==> config.mk <==
export PLATFORM = sky130hd
export DESIGN_NAME = counter_mod
export DESIGN_NICKNAME = d
export VERILOG_FILES = /design/src/rtl/counter_mod.sv
export SDC_FILE = /design/constraint.sdc
export NUM_CORES = 1
export LEC_CHECK = 0
export CAP_MARGIN = 20
export CORE_AREA = 2 2 39 41
export DETAILED_ROUTE_END_ITERATION = 12
export DIE_AREA = 0 0 41 43
export GPL_ROUTABILITY_DRIVEN = 0
export HOLD_SLACK_MARGIN = 0.05
export SETUP_SLACK_MARGIN = 0.2
export SYNTH_ARGS = -nofsm -noshare
export SYNTH_HDL_FRONTEND = slang
export SYNTH_SLANG_ARGS = --single-unit
==> constraint.sdc <==
create_clock -name clk_i -period 1.4 [get_ports clk_i]
set_clock_uncertainty 0.1 [all_clocks]
set_input_delay 0.21 -clock clk_i [delete_from_list [all_inputs] [get_ports clk_i]]
set_output_delay 0.21 -clock clk_i [all_outputs]
set_load 0.005 [all_outputs]
==> src/rtl/counter_mod.sv <==
// -----------------------------------------------------------------------------
// counter_mod
//   Parametrised modulo-DEPTH up/down counter with synchronous clear,
//   clamped parallel load, wrap or saturate behaviour at the range ends, a
//   combinational terminal-count output for cascading stages and a registered
//   one-cycle wrap pulse.
//
// Parameters
//   DEPTH   modulus, count range 0..DEPTH-1 (DEPTH >= 2)
//   MODE    0 = wrap at range ends, 1 = saturate at range ends
//
// Ports
//   clk_i     in   1       clock, rising edge
//   rstn_i    in   1       asynchronous active-low reset
//   clr_i     in   1       synchronous clear to 0 (highest priority)
//   load_i    in   1       synchronous load of data_i (clamped to DEPTH-1)
//   data_i    in   AWIDTH  load value
//   ena_i     in   1       count enable, one step per enabled cycle
//   dir_i     in   1       0 = up, 1 = down
//   count_o   out  AWIDTH  current count, registered
//   tc_o      out  1       terminal count / carry-out, combinational
//   wrap_o    out  1       one-cycle registered pulse after a wrap step
// -----------------------------------------------------------------------------
module counter_mod #(
    parameter int DEPTH = 8,
    parameter int MODE  = 0
) (
    input  logic                                       clk_i,
    input  logic                                       rstn_i,
    input  logic                                       clr_i,
    input  logic                                       load_i,
    input  logic [((DEPTH <= 2) ? 1 : $clog2(DEPTH))-1:0] data_i,
    input  logic                                       ena_i,
    input  logic                                       dir_i,
    output logic [((DEPTH <= 2) ? 1 : $clog2(DEPTH))-1:0] count_o,
    output logic                                       tc_o,
    output logic                                       wrap_o
);

    localparam int AWIDTH = (DEPTH <= 2) ? 1 : $clog2(DEPTH);

    // Range limit held one bit wider so DEPTH = 2^AWIDTH cannot overflow.
    localparam logic [AWIDTH:0]   MAX_EXT = (AWIDTH + 1)'(DEPTH - 1);
    localparam logic [AWIDTH-1:0] MAX_CNT = AWIDTH'(DEPTH - 1);

    logic [AWIDTH-1:0] count_q, count_d;
    logic              wrap_q, wrap_d;
    logic              atTop, atBottom;

    // Range-end detection on the widened count.
    always_comb begin
        atTop    = ({1'b0, count_q} == MAX_EXT);
        atBottom = (count_q == '0);
    end

    // Carry/borrow for the next stage; deliberately not masked by clr/load.
    always_comb begin
        tc_o = ena_i & ((~dir_i & atTop) | (dir_i & atBottom));
    end

    // Next-state: clear beats load beats enable. A wrap step is the only
    // thing that raises the pulse, so it drops back to 0 on any other cycle.
    always_comb begin
        count_d = count_q;
        wrap_d  = 1'b0;
        if (clr_i) begin
            count_d = '0;
        end else if (load_i) begin
            if ({1'b0, data_i} > MAX_EXT) begin
                count_d = MAX_CNT;
            end else begin
                count_d = data_i;
            end
        end else if (ena_i) begin
            if (!dir_i) begin
                if (!atTop) begin
                    count_d = count_q + AWIDTH'(1);
                end else if (MODE == 0) begin
                    count_d = '0;
                    wrap_d  = 1'b1;
                end
            end else begin
                if (!atBottom) begin
                    count_d = count_q - AWIDTH'(1);
                end else if (MODE == 0) begin
                    count_d = MAX_CNT;
                    wrap_d  = 1'b1;
                end
            end
        end
    end

    // State registers with asynchronous reset.
    always_ff @(posedge clk_i or negedge rstn_i) begin
        if (!rstn_i) begin
            count_q <= '0;
            wrap_q  <= 1'b0;
        end else begin
            count_q <= count_d;
            wrap_q  <= wrap_d;
        end
    end

    assign count_o = count_q;
    assign wrap_o  = wrap_q;

endmodule

Yosys cells after proc, flatten, opt, wreduce, memory -nomap -nowiden
Index checks and enable logic that the tools add are counted.

cells by class
  add/subtract/negate cells = 2
  muxes and demuxes = 12
  reduce and logical (&&, ||, !) cells = 2
  equality and inequality tests = 1
  bitwise gates (word level) = 5

operators by type and width
  kind                                                                 number
  3-bit 2-to-1 mux                                                     6
  1-bit 2-to-1 mux                                                     6
  3-bit by 1-bit adder with 3-bit output (second input constant)       1
  1-bit AND                                                            3
  3-bit == test (second input constant)                                1
  3-bit logical NOT                                                    1
  3-bit nonzero test                                                   1
  3-bit by 1-bit subtractor with 3-bit output (second input constant)  1
  1-bit inverter                                                       1
  1-bit OR                                                             1

word-level totals
  input port bits = 9
  register bits after elaboration = 4
  word-level logic and storage cells = 24
  output and inout bits = 5

Longest topological paths before layout
  depth in word-level cells = 6
  gate-level depth with buffers = 5
  depth with buffers taken out = 5

Least setup slack after synthesis
OpenSTA, ideal clock, no wires.

  path type = register to register
  start point = reg count_q[0] (netlist: count_o[0])
  end point = reg count_q[2] (netlist: count_o[2])
  period minus slack after synthesis = 1541 ps
  setup slack = -141 ps
  data required time = 1167 ps
  path buffers = 0
  stages on the path, launching flop included = 6
  setup time = 133 ps
  data arrival time = 1308 ps
  path through = dfrtp_1 > ha_1 > ha_1 > and2b_1 > a311oi_1 > a2111oi_1

between the ends
  cells in the longest elaborated chain, start to end = 6
  elaborated cells between the ends (all ways) = 10
  those cells by class = 2 x add/sub; 1 x eq/ne; 6 x mux; 1 x reduce/logical

ends and longest elaborated chain
  element                                                               RTL line  source
  start, declared                                                       46        logic [AWIDTH-1:0] count_q, count_d;
  start signal, assigned                                                99        count_q <= count_d;
  3-bit by 1-bit adder with 3-bit output, or another cell as far along  77        count_d = count_q + AWIDTH'(1);
  3-bit 2-to-1 mux, on equally long branches                            76, 83
  3-bit 2-to-1 mux (*)                                                  75        if (!dir_i) begin
  3-bit 2-to-1 mux (*)                                                  74        end else if (ena_i) begin
  3-bit 2-to-1 mux (*)                                                  68        end else if (load_i) begin
  3-bit 2-to-1 mux (*)                                                  66        if (clr_i) begin

Mark *: on every way between the ends. The rest lies on a longest branch, timed or not. The select of a mux whose other input is x is not followed.
A chain may end at the register's enable or synchronous reset.

Final worst setup path
  start point = reg count_q[1] (netlist: count_o[1])
  end point = out tc_o

between the ends
  cells in the longest elaborated chain, start to end = 4
  elaborated cells between the ends (all ways) = 6
  those cells by class = 1 x eq/ne; 4 x bitwise; 1 x reduce/logical

ends and longest elaborated chain
  element                                                    RTL line  source
  3-bit == test / 3-bit logical NOT (equally long branches)  52, 53
  1-bit AND                                                  58        tc_o = ena_i & ((~dir_i & atTop) | (dir_i & atBottom));
  1-bit OR (*)                                               58
  1-bit AND (*)                                              58
  end, declared                                              36        output logic tc_o,

Mark *: on every way between the ends. The rest lies on a longest branch, timed or not.

==> results.txt <==
The simple-gate share of the synthesized area works out to 26.5%. For the highest clock rate, the log shows 0.581 GHz. The overall routing resource usage is 13.9%, and the critical path required time is 1.09 ns. Setup repair after global routing could not meet its margin everywhere. Sorting the synthesized cells by area gives the leading types as sky130_fd_sc_hd__dfrtp_1, sky130_fd_sc_hd__ha_1, sky130_fd_sc_hd__inv_1, sky130_fd_sc_hd__a21oi_1, sky130_fd_sc_hd__a2111oi_1. After the last flow step, the layout net total stands at 83. The first-pass iteration count of the detailed router is 1. Measured against the total synthesized area, the mux share comes to 0%.

The tools report the kind of start point of the critical path as a flip-flop. The kind of critical path is reg2out. Setup violations remaining at the end of the flow were counted as 6. The kind of path behind the tightest hold check was in2async. For this design, the sink count on the clock tree is 4.

The cell row count was 14; the adder-cell area share of the yosys netlist was 18.4%. Hold violation count in the final report: 0. The x dimension of the die came out at 41 um. The flow ran to the end, but the final reports show violations. The clock slew at the register clock pins of the worst setup and hold paths is 0.04 ns, and the area share of the leading cell type in the synthesized netlist is 29.4%. The total vias in the final route was 382.

Of all cell types, the one taking the most synthesized area is sky130_fd_sc_hd__dfrtp_1. The wire length of the first global-routing pass is 1640 um. The tools report the non-filler instance count after layout as 83.

The run gives 408 as the via count of the first global-routing pass. At the later pin of the worst-skew pair, clock insertion delay measures 0.23 ns. Counting tap cells, the placed design contains a total of 75 instances. By area, the combinational part of the netlist is dominated by simple AND/OR/NAND/NOR gates. For the antenna diode instance count, the log shows 0. The tools report the buffer type at the clock tree root as sky130_fd_sc_hd__clkbuf_4. Counting the buffers created by CTS gives 3. Max-cap violations in this run came to 0.

TritonCTS built the clock tree. The time the worst path needs with I/O delays and setup is 1.72 ns. The total I/O pin count came out at 14.

The checks that failed: negative setup slack. Headroom to the max-slew limit came out at 78.4%. Cells fill 53.1% of the core in the end.

Synthesis produced 37 cells. The largest single stage delay on the critical path is 0.43 ns. The floorplan step defined a die boundary enclosing 1760 sq um.

Of the total synthesized cell area, the portion taken by XOR and XNOR cells is 0%. In this run, synthesis produced a sequential element count of 4. STA classifies the critical path endpoint as an output port. Setup slack of the critical path after layout: -0.322 ns. The fraction of final layout cells sized beyond drive strength 1 works out to 62.7%. The highest net fanout along the worst path came out at 3. After synthesis, flip-flops and latches occupy 29.4% of the total area.

The family with the most delay on the worst path is flip-flops. The logs give 0 for the number of max-slew violations in the final report and 1.41 ns for the data arrival time of the critical path. The total leakage power was 0.314 nW.

The starting utilization of the core area is 24.6%. The first routing iteration left 0 violations. The synthesized netlist devotes 20.2% of its cell area to compound gates.

The half-perimeter wire length after detailed placement came out at 730 um. For this run, design rule violations remaining after detail routing come to 0. The signal on the critical path passes through ha_4, ha_4, nor2b_4, o21a_1, buf_2. The worst register-to-register path begins at count_o[0]. The number of buffers inserted by port buffering was 13.

The area growth from synthesis to final layout was 116%; the maximum vdd drop was 0.485 mV. The H-tree depth reported by CTS was 1; the final critical-path share of the clock period was 123%. The final-layout fill cell count is 134. The average detailed-routed wire length per instance works out to 11.9 um. OpenSTA, run right after detailed placement, puts the worst setup slack at -0.446 ns. The number of nets handed over by synthesis was 51. Summed over all layers, the routed wires come to 988 um. In this run the standard cell core region covers 1380 sq um. The average instance in the mapped netlist occupies 9.20 sq um. Using the TritonRoute via totals, the vias-per-cell ratio works out to 4.60. In this design, the critical path's most frequently occurring cell is sky130_fd_sc_hd__ha_4. The power density of the placed cells was 641 nW/um^2; the summed instance area of the synthesized netlist was 340 sq um. The slowest cell on the critical path was sky130_fd_sc_hd__dfrtp_2. The total number of yosys warnings is 0, and the slew at the pin closest to its max-slew limit is 0.319 ns.

Counting along the longest clock path gives a buffer depth of 2. The initial antenna violation count was 0. The worst setup path startpoint was count_o[1].

The total overflow left after global routing is 0. The largest net degree at the start of global routing was 8. In this run the remaining antenna-violating nets after routing total 0. The count of buffer and inverter cells on the critical path came out at 1. From bottom edge to top edge, the die measures 43 um.

The run gives 24 as the number of distinct library cell variants in the gate-level netlist after synthesis. The number of hold-repair buffers added at the cts stage is 0, and the minimum hold slack is 0.0865 ns.
## cells in the final DEF, fill, tap and decap left out, types with 2 or more instances in the layout
cell	count
sky130_fd_sc_hd__buf_2	2
sky130_fd_sc_hd__buf_4	10
sky130_fd_sc_hd__buf_6	5
sky130_fd_sc_hd__clkbuf_4	3
sky130_fd_sc_hd__clkdlybuf4s50_1	8
sky130_fd_sc_hd__dfrtp_2	3
sky130_fd_sc_hd__ha_4	4
sky130_fd_sc_hd__inv_1	3
sky130_fd_sc_hd__inv_2	2
## cell type report
| cell class | count | area [sq um] | area share [%] |
|---|---|---|---|
| clock buffers | 3 | 22.5 | 3.07 |
| inverters | 5 | 18.8 | 2.56 |
| multi-input cells | 28 | 328 | 44.6 |
| flip-flops and latches | 4 | 104 | 14.1 |
| well taps | 16 | 20.0 | 2.73 |
| repair buffers | 27 | 241 | 32.9 |
## Yosys cell counts, drive strengths merged
library cell and count:
a2111oi 1, a21oi 3, a311oi 1, a31oi 1, and2b 2, and3b 1
dfrtp 4, ha 5, inv 5, nand2 1, nand2b 1, nor2 1
nor2b 1, nor3 1, nor3b 1, nor4b 1, o21a 1, o21ai 1
o311ai 1, o31ai 1, or2b 2, or3 1
## final timing paths
check	endpoint	slack [ns]	cells after the start
max	tc_o	-0.32	5
min	wrap_o	0.09	1
max reg2reg	count_o[2]	-0.26	6
min reg2reg	count_o[0]	0.75	4
max in group asynchronous	count_o[0]	0.93	1
min in group clk_i	count_o[2]	0.44	3
## registers in the layout (all words and copies together), names as in the netlist
| name | cells |
|---|---|
| count_o | 3 |
| wrap_o | 1 |
## logic make-up after synthesis
logic type,after synthesis
adder cells (fa/ha/maj),5
flip-flops,4
AO/OA/AOI/OAI,10
AND/OR/NAND/NOR,13
buffers and inverters,5
## report_power, final
group          switching [W]  total (W)  leakage, nW  internal (W)
sequential         0.0000122   0.000138       0.0485      0.000126
clock              0.0000434   0.000139       0.0138     0.0000957
combinational      0.0000738   0.000194        0.251      0.000120
total               0.000129   0.000471        0.314      0.000341
## stage by stage
step / cell area (sq um) / power, W / TNS (ns)
after global routing: 734 / 0.000504 / -1.13
after floorplan: 353 / 0.000187 / -0.103
final: 734 / 0.000471 / -0.852
after CTS: 654 / 0.000443 / -0.636
after global placement: 571 / 0.000278 / -0.957
after detailed placement: 571 / 0.000280 / -0.995
## repair_timing
item	4_1_cts	5_1_grt
setup buffers	2	3
resized for setup	26	15
pin swaps	3	4
setup endpoints to repair	9	8
## worst reg2reg max path: stages, from the launching register on
cell                        delay [ns]
sky130_fd_sc_hd__dfrtp_2          0.40
sky130_fd_sc_hd__inv_2            0.06
sky130_fd_sc_hd__buf_4            0.15
sky130_fd_sc_hd__ha_2             0.19
sky130_fd_sc_hd__or3_4            0.33
sky130_fd_sc_hd__a311oi_2         0.23
sky130_fd_sc_hd__a2111oi_1        0.07
## routing by layer
metal / vias to the layer above / track usage (%) / routed length (um)
met4: 0 / 6.00 / 0
met1: 179 / 17.2 / 421
li1: 193 / - / -
met3: 0 / 1.57 / 43
met2: 10 / 22.8 / 523
met5: - / 0 / 0
Power figures use the tool's default switching activity.
